<file path="src/rtl/tx_resp_scheduler.sv">
`timescale 1ns/1ps
`default_nettype none
// ============================================================================
//  Module   : tx_resp_scheduler
//  Purpose  : Queues RF bytes and 16-bit ALU results as a byte stream and
//             releases them one at a time to the UART transmitter.
//  Revision : 1.0  initial release
// ============================================================================
module tx_resp_scheduler #(
    parameter int WIDTH = 8,
    parameter int DEPTH = 8,
    parameter int PTR   = 3
) (
    input  logic                 CLK,
    input  logic                 RST,
    input  logic [WIDTH-1:0]     RF_DATA,
    input  logic                 RF_VLD,
    input  logic [2*WIDTH-1:0]   ALU_DATA,
    input  logic                 ALU_VLD,
    input  logic                 UART_TX_Busy,
    output logic [WIDTH-1:0]     UART_TX_DATA,
    output logic                 UART_TX_VLD,
    output logic                 DROP_ERR,
    output logic [PTR:0]         FIFO_LEVEL
);

    localparam logic [PTR:0] c_depth = (PTR+1)'(DEPTH);
    localparam logic [PTR:0] c_one   = (PTR+1)'(1);
    localparam logic [PTR:0] c_two   = (PTR+1)'(2);

    typedef enum logic [1:0] {
        ST_IDLE = 2'd0,
        ST_REQ  = 2'd1,
        ST_BUSY = 2'd2
    } state_t;

    logic [WIDTH-1:0] r_mem [DEPTH];
    logic [PTR-1:0]   r_wr_ptr;
    logic [PTR-1:0]   r_rd_ptr;
    logic [PTR:0]     r_level;
    logic             r_drop;
    logic             r_vld;
    logic [WIDTH-1:0] r_data;
    state_t           r_state;

    logic [PTR:0]     w_free;
    logic [PTR:0]     w_free_after_alu;
    logic             w_alu_ok;
    logic             w_rf_ok;
    logic [PTR-1:0]   w_rf_idx;
    logic [PTR:0]     w_push_cnt;
    logic             w_pop;
    logic             w_drop;

    // Space is judged on the level at the start of the cycle; a same-cycle
    // pop never makes room for a push.
    always_comb begin
        w_free           = c_depth - r_level;
        w_alu_ok         = ALU_VLD && (w_free >= c_two);
        w_free_after_alu = w_alu_ok ? (w_free - c_two) : w_free;
        w_rf_ok          = RF_VLD && (w_free_after_alu >= c_one);
        w_rf_idx         = w_alu_ok ? (r_wr_ptr + PTR'(2)) : r_wr_ptr;
        w_push_cnt       = (w_alu_ok ? c_two : '0) + (w_rf_ok ? c_one : '0);
        w_pop            = (r_state == ST_REQ) && UART_TX_Busy;
        w_drop           = (ALU_VLD && !w_alu_ok) || (RF_VLD && !w_rf_ok);
    end

    always_ff @(posedge CLK) begin
        if (w_alu_ok) begin
            r_mem[r_wr_ptr]           <= ALU_DATA[WIDTH-1:0];
            r_mem[r_wr_ptr + PTR'(1)] <= ALU_DATA[2*WIDTH-1:WIDTH];
        end
        if (w_rf_ok) begin
            r_mem[w_rf_idx] <= RF_DATA;
        end
    end

    always_ff @(posedge CLK) begin
        if (RST) begin
            r_wr_ptr <= '0;
            r_rd_ptr <= '0;
            r_level  <= '0;
            r_drop   <= 1'b0;
        end else begin
            r_wr_ptr <= r_wr_ptr + w_push_cnt[PTR-1:0];
            r_rd_ptr <= r_rd_ptr + {{(PTR-1){1'b0}}, w_pop};
            r_level  <= r_level + w_push_cnt - {{PTR{1'b0}}, w_pop};
            r_drop   <= w_drop;
        end
    end

    // Request is held until the transmitter acknowledges by raising Busy.
    always_ff @(posedge CLK) begin
        if (RST) begin
            r_state <= ST_IDLE;
            r_vld   <= 1'b0;
            r_data  <= '0;
        end else begin
            case (r_state)
                ST_IDLE: begin
                    if ((r_level != '0) && !UART_TX_Busy) begin
                        r_data  <= r_mem[r_rd_ptr];
                        r_vld   <= 1'b1;
                        r_state <= ST_REQ;
                    end
                end
                ST_REQ: begin
                    if (UART_TX_Busy) begin
                        r_vld   <= 1'b0;
                        r_state <= ST_BUSY;
                    end
                end
                ST_BUSY: begin
                    if (!UART_TX_Busy) begin
                        r_state <= ST_IDLE;
                    end
                end
                default: begin
                    r_vld   <= 1'b0;
                    r_state <= ST_IDLE;
                end
            endcase
        end
    end

    assign UART_TX_DATA = r_data;
    assign UART_TX_VLD  = r_vld;
    assign DROP_ERR     = r_drop;
    assign FIFO_LEVEL   = r_level;

endmodule
`default_nettype wire

</file>
<file path="config.mk">
export PLATFORM = sky130hd
export DESIGN_NAME = tx_resp_scheduler
export DESIGN_NICKNAME = d
export VERILOG_FILES = /design/src/rtl/tx_resp_scheduler.sv
export SDC_FILE = /design/constraint.sdc
export NUM_CORES = 1
export LEC_CHECK = 0
export BUFFER_PORTS_ARGS = -buffer_cell sky130_fd_sc_hd__buf_2
export CAP_MARGIN = 30
export CORE_MARGIN = 3
export CORE_UTILIZATION = 45
export DETAILED_ROUTE_END_ITERATION = 6
export PLACE_DENSITY = 0.64
export SKIP_CTS_REPAIR_TIMING = 1
export SLEW_MARGIN = 20
export SYNTH_ARGS = -nofsm -noshare
export SYNTH_HDL_FRONTEND = slang
export SYNTH_SLANG_ARGS = --single-unit
export TNS_END_PERCENT = 10
</file>
<file path="constraint.sdc">
create_clock -name CLK -period 6.71 [get_ports CLK]
set_input_delay 1.0065 -clock CLK [delete_from_list [all_inputs] [get_ports CLK]]
set_output_delay 1.0065 -clock CLK [all_outputs]
set_load 0.03 [all_outputs]
</file>
==> results by group, run 1 <==
Drt
  • Total routed wirelength: 13.8 mm
  • DR iter-0 viols: 275
  • Antenna viol nets, final: 0
  • # DRC: 0
  • DR vias/cell: 5.87
  • Average routed wire per standard cell: 23.3 um
  • Vias post-DR: 3471
  • Detailed-routing iteration count for the pre-antenna-repair pass: 5

Die
  • Overall die area: 13300 sq um
  • Number of placement rows: 39
  • X dimension of the die: 115 um
  • Initial core utilization: 0.466
  • Area inside the core boundary: 11600 sq um
  • Ports placed on the boundary: 43
  • Die height: 115 um

Layout
  • FF+latch area: 2360 sq um
  • Count of fill cells added during filler insertion: 999
  • Net count, final: 492
  • Area of the multi-input gates: 2920 sq um
  • Fraction of layout cells with a size suffix above 1: 0.511
  • Number of diodes: 0
  • Core utilization of the finished layout: 0.529
  • Area added between synthesis and finish: 13.7%
  • Fin cells: 591

Global routing
  • Number of global-route vias before repair: 3424
  • First-pass GRT wire length: 21.2 mm
  • Total global routing track utilization: 0.220
  • Antenna violations before repair: 0
  • Pin count of the biggest net entering global routing: 23
  • Remaining global-route overflow: 0

Critical path
  • Type of the setup path with the least slack: reg2reg
  • Chain of cells forming the critical path: inv_1 > ha_1 > or2_2 > o41ai_4 > buf_4 > inv_2 > ha_1 > nor3b_1 > nand3_2 > nand2_1
  • Kind of cell adding the most delay to the critical path: simple AND/OR/NAND/NOR gates
  • Worst path most repeated cell: sky130_fd_sc_hd__ha_1
  • Slowest-stage cell, CP: sky130_fd_sc_hd__o41ai_4
  • Buf+Inv Stages, Crit Path: 3
  • Required time of the worst setup path: 6.69 ns
  • Crit end category: flip-flop
  • Critical path launch point type: flip-flop
  • Biggest fanout along the worst timing path: 9
  • CP peak stage delay: 0.54 ns
  • Signal arrival time at the worst endpoint: 4.17 ns

STA
  • Setup repair after global routing missed its margin: no
  • Setup TNS after final layout: 0 ns
  • Number of slew-limit violations in the final report: 0
  • Count of endpoints failing hold in the final timing report: 0
  • Period utilization: 0.624
  • Min cycle time layout: 4.19 ns
  • Slew Limit Headroom: 0.410
  • Setup Skew: 0.00789 ns
  • Slew @ Worst Pin: 0.877 ns
  • Fmax: 239 MHz
  • Setup violators final: 0
  • Setup WS post-layout: 2.52 ns

Power and ir drop
  • Leakage dissipation: 2.21 nW
  • Power density normalized to cell area: 435 nW/um^2
  • Final Power: 0.00266 W
  • Largest vdd supply drop: 0.143 mV

Clock tree
  • Buffers from clock root to sink, at most: 2
  • H-tree depth: 3
  • Num CTS Buffers: 9
  • Sinks on Clock Net: 86
  • Clock tree root buffer cell: sky130_fd_sc_hd__clkbuf_16
  • Clock latency on the worst-skew pair: 0.35 ns
  • TritonCTS clock tree: done
  • Clock transition at path regs: 0.06 ns

Synth
  • EDFF count, synth: 64
  • Share of Yosys cell area claimed by the top area cell type: 0.357
  • Total number of yosys warnings: 0
  • Number of flip-flops and latches in the synthesized netlist: 86
  • Fraction of registers with async set/reset: 0
  • Cell types with the largest area share after synthesis: sky130_fd_sc_hd__edfxtp_1 36%, sky130_fd_sc_hd__mux2_2 27%, sky130_fd_sc_hd__dfxtp_1 8.2%
  • Cells after Synth: 396
  • Part of the Yosys area used for sequential elements: 0.439
  • Most numerous cell types in the synthesized netlist: 127 x sky130_fd_sc_hd__mux2_2, 64 x sky130_fd_sc_hd__edfxtp_1, 22 x sky130_fd_sc_hd__dfxtp_1
  • Dominant synthesized flop cell: sky130_fd_sc_hd__edfxtp_1
  • Cell with the most instances after synthesis: sky130_fd_sc_hd__mux2_2
  • Net count after synthesis: 445
  • Unique masters post-synth: 45
  • Most area-hungry cell type in the Yosys netlist: sky130_fd_sc_hd__edfxtp_1
  • Mapped Avg Cell Area: 13.6 sq um
  • Post-synthesis instance area: 5380 sq um

Run status
  • Outcome: finished, final reports clean

Job
  • Max-cap violation count: 0

Placement
  • Count of input and output buffers: 42
  • Cell count after placement: 573
  • DPL Wire Length: 9.26 mm
  • DP Worst Slack: 2.45 ns
  • Final RePlAce weighted congestion: 0.846

Min path
  • Worst min-delay path category: reg2reg
==> metrics by stage <==
step	hold slack [ns]	area, sq um
floorplan	0.482	5380
global placement	0.465	5740
detailed placement	0.489	5780
CTS	0.498	6100
global route	0.528	6120
finish	0.493	6120
==> path summary, 6_finish.rpt <==
kind,start,to,slack (ns),cells past startpoint
max,FIFO_LEVEL[0],r_mem[0][4],2.52,10
min,UART_TX_DATA[7],UART_TX_DATA[7],0.49,2
max reg2reg,FIFO_LEVEL[0],r_mem[0][4],2.52,10
min reg2reg,UART_TX_DATA[7],UART_TX_DATA[7],0.49,2
==> where the power goes <==
part | internal [W] | total (W) | switching [W]
Clock | 0.000323 | 0.000534 | 0.000211
Combinational | 0.000497 | 0.00121 | 0.000713
Sequential | 0.000832 | 0.000919 | 0.0000863
==> metal layers <==
layer	wire length [um]	vias up	global-route usage
met5	0	-	0
met4	282	0	0.0751
met3	514	14	0.0321
met2	6380	87	0.334
met1	6580	1748	0.322
li1	-	1622	-
==> layout make-up <==
class / instances / area share
timing repair buffer: 50 / 0.0466
multi-input combinational: 280 / 0.476
clock inverter: 4 / 0.00858
sequential: 86 / 0.386
tap: 143 / 0.0292
clock buffer: 12 / 0.0437
inverter: 16 / 0.00981
==> sequential cells by signal (all words and copies together) (netlist names) <==
signal and flops:
r_mem 64, UART_TX_VLD 1, r_wr_ptr 3, r_state 2
DROP_ERR 1, r_rd_ptr 3, FIFO_LEVEL 4, UART_TX_DATA 8
==> cell usage in the layout (no fill, tap or decap), drive strengths merged, types with 5 or more instances in the layout <==
cell / count
mux4: 16
buf: 50
nor2b: 5
a21oi: 9
mux2i: 8
nand2: 17
nand3: 12
dfxtp: 22
inv: 17
xnor2: 6
nor2: 21
clkbuf: 12
a211oi: 8
ha: 18
mux2: 128
edfxtp: 64
nor4: 5
==> logic make-up (layout without fill, tap and decap cells) <==
| kind of cell | count (synthesis) | after routing | share of synthesized area |
|---|---|---|---|
| mux | 152 | 152 | 0.350 |
| buf+inv | 30 | 82 | 0.0218 |
| compound gates | 29 | 29 | 0.0451 |
| flops | 86 | 86 | 0.439 |
| xor+xnor | 8 | 8 | 0.0130 |
| fa+ha+maj | 20 | 20 | 0.0493 |
| simple gates | 71 | 71 | 0.0825 |
==> worst reg2reg max path: cells and delay by family, from the launching register on <==
kind            cells  cell delay [ns]
simple gates        4             1.68
fa+ha+maj           2             0.67
compound gates      1             0.54
buf+inv             3             0.48
flops               1             0.47
Power figures use the tool's default switching activity.
==> run 2: changes to the inputs <==
- PLACE_DENSITY: 0.64 -> 0.66
- clock period: 6.71 -> 3.4 ns (I/O delays scaled with it)
==> results by group, run 2 (synthesis results as in run 1) <==
Clock tree
  • TritonCTS clock tree: done
  • H-tree depth: 3 (unchanged)
  • Num CTS Buffers: 9 (unchanged)
  • Clock latency on the worst-skew pair: 0.34 ns (about the same)
  • Clock tree root buffer cell: sky130_fd_sc_hd__clkbuf_16
  • Clock transition at path regs: 0.06 ns (about the same)
  • Buffers from clock root to sink, at most: 2 (unchanged)
  • Sinks on Clock Net: 86 (unchanged)

Power and ir drop
  • Net Sw Power: 0.00209 W (+110%)
  • Combinational power share: 0.494 (+0.039)
  • Leakage dissipation: 2.26 nW (+2.1%)
  • Final Power: 0.00539 W (+100%)
  • Power density normalized to cell area: 869 nW/um^2 (+100%)
  • Internal power contribution: 0.00330 W (+100%)
  • Switching part of the total: 0.388 (+0.00821)
  • Relative contribution of the clock network to total power: 0.168 (-0.033)
  • Largest vdd supply drop: 0.339 mV (+140%)
  • Sequential power share: 0.338 (-0.007)

Drt
  • Antenna viol nets, final: 0 (unchanged)
  • Average routed wire per standard cell: 22.5 um (-3.4%)
  • DR vias/cell: 5.92 (+0.84%)
  • Total routed wirelength: 13.6 mm (-1.3%)
  • DR iter-0 viols: 243 (-12%)
  • # DRC: 0 (unchanged)
  • Detailed-routing iteration count for the pre-antenna-repair pass: 4 (-1)
  • Vias post-DR: 3577 (+3.1%)

Layout
  • Net count, final: 505 (+2.6%)
  • Fin cells: 604 (+2.2%)
  • Count of fill cells added during filler insertion: 970 (-2.9%)
  • Reg with most FFs: r_mem
  • Commonest non-fill, non-tap cell in the layout: sky130_fd_sc_hd__mux2_2
  • Max reg flops: 64 (unchanged)
  • Final std cell area, no fill: 6200 sq um (+1.3%)
  • Number of diodes: 0 (unchanged)
  • Area added between synthesis and finish: 15.2%
  • Highest-count cells in the layout ignoring fill and taps: 127 x sky130_fd_sc_hd__mux2_2, 64 x sky130_fd_sc_hd__edfxtp_1, 42 x sky130_fd_sc_hd__buf_2
  • Fraction of layout cells with a size suffix above 1: 0.534 (+0.0225)

Critical path
  • Type of the setup path with the least slack: reg2reg
  • Chain of cells forming the critical path: inv_1 > ha_1 > xnor2_4 > buf_4 > o41ai_4 > inv_2 > ha_1 > and3_1 > nand3_2 > nand2_1 > buf_4
  • Signal arrival time at the worst endpoint: 3.26 ns (-0.91 ns)
  • Biggest fanout along the worst timing path: 9 (unchanged)
  • Crit end category: flip-flop
  • Kind of cell adding the most delay to the critical path: simple AND/OR/NAND/NOR gates
  • Critical path launch point type: flip-flop
  • CP peak stage delay: 0.38 ns (-0.16 ns)
  • Buf+Inv Stages, Crit Path: 4 (+1)
  • Required time of the worst setup path: 3.46 ns (-3.23 ns)
  • Slowest-stage cell, CP: sky130_fd_sc_hd__dfxtp_4

Die
  • Ports placed on the boundary: 43 (unchanged)
  • Die height: 115 um (unchanged)
  • X dimension of the die: 115 um (unchanged)
  • Number of placement rows: 39 (unchanged)
  • Overall die area: 13300 sq um (unchanged)
  • Initial core utilization: 0.466 (unchanged)
  • Area inside the core boundary: 11600 sq um (unchanged)

Placement
  • Final RePlAce weighted congestion: 0.871 (+3.0%)
  • Count of input and output buffers: 42 (unchanged)
  • DPL Wire Length: 9.58 mm (+3.5%)
  • DP Area: 5910 sq um (+2.2%)
  • Cell count after placement: 587 (+2.4%)

Min path
  • Worst min-delay path category: in2reg

Global routing
  • Antenna violations before repair: 0 (unchanged)
  • Total global routing track utilization: 0.215 (-0.00470)
  • Number of global-route vias before repair: 3617 (+5.6%)
  • Pin count of the biggest net entering global routing: 23 (unchanged)
  • Remaining global-route overflow: 0 (unchanged)
  • First-pass GRT wire length: 21.2 mm (about the same)

STA
  • Setup repair after global routing missed its margin: no
  • Slew @ Worst Pin: 0.950 ns (+0.0733 ns)
  • Setup violators final: 0 (unchanged)
  • Number of slew-limit violations in the final report: 0 (unchanged)
  • Period utilization: 0.942 (+0.318)
  • Fmax: 312 MHz (+31%)
  • Count of endpoints failing hold in the final timing report: 0 (unchanged)
  • Setup TNS after final layout: 0 ns (unchanged)
  • Slew Limit Headroom: 0.366 (-0.0444)
  • Setup Skew: 0.00487 ns (-0.00302 ns)
  • Min cycle time layout: 3.20 ns (-0.985 ns)

Job
  • Max-cap violation count: 0 (unchanged)

Run status
  • Outcome: finished, final reports clean
[run 2: cell types whose count changed in the layout (fill, tap and decap cells not counted), sizes merged]
cell | previous run | this run
bufinv | 1 | 0
clkinv | 2 | 5
clkbuf | 12 | 10
clkinvlp | 0 | 1
inv | 17 | 16
buf | 50 | 63
[run 2: per-stage QoR]
step                      setup WS, ns  utilization  hold slack (ns)
after floorplan                 0.0232            -            0.482
after global placement           0.148        0.509            0.468
after detailed placement         0.124        0.511            0.482
after CTS                       0.0900        0.534            0.406
after global routing            0.0129        0.536            0.420
final                            0.196        0.536            0.423
[run 2: final cells by class]
cell class                 count  area [sq um]  area share
tap                          143           179      0.0289
clock buffer                  10           229      0.0369
timing repair buffer          63           375      0.0605
inverter                      16          60.1     0.00969
clock inverter                 6          38.8     0.00626
multi-input combinational    280          2950       0.475
sequential                    86          2370       0.382
[run 2: power by group through the flow]
| stage | Sequential, W | Combinational (W) | Clock [W] |
|---|---|---|---|
| after global placement | 0.00183 | 0.00254 | 0 |
| after global routing | 0.00186 | 0.00289 | 0.000973 |
| after detailed placement | 0.00184 | 0.00262 | 0 |
| final | 0.00182 | 0.00266 | 0.000904 |
| after floorplan | 0.00187 | 0.00174 | 0 |
| after CTS | 0.00182 | 0.00263 | 0.000921 |
[run 2: worst register-to-register path: cells and delay by family (launching register included)]
family,cells,cell delay (ns)
and+or+nand+nor,3,0.85
adders and majority gates,2,0.64
DFF,1,0.38
buffers and inverters,4,0.50
xor gates and xnor gates,1,0.17
AOI/OAI and AO/OA,1,0.38
[run 2: path summary, 6_finish.rpt]
| kind | start | to | slack [ns] | cells past startpoint |
|---|---|---|---|---|
| max | FIFO_LEVEL[0] | r_mem[3][6] | 0.20 | 11 |
| max reg2reg | FIFO_LEVEL[0] | r_mem[3][6] | 0.20 | 11 |
| min | UART_TX_Busy | r_state[0] | 0.42 | 2 |
| min reg2reg | UART_TX_DATA[2] | UART_TX_DATA[2] | 0.49 | 2 |
[run 2: routing by layer]
metal | vias to the layer above | wire length (um) | global-route usage | part of all wire
met2 | 95 | 6370 | 0.341 | 0.47
met1 | 1806 | 6160 | 0.296 | 0.45
li1 | 1656 | - | - | -
met3 | 20 | 723 | 0.0463 | 0.053
met5 | - | 0 | 0 | 0
met4 | 0 | 315 | 0.0681 | 0.023
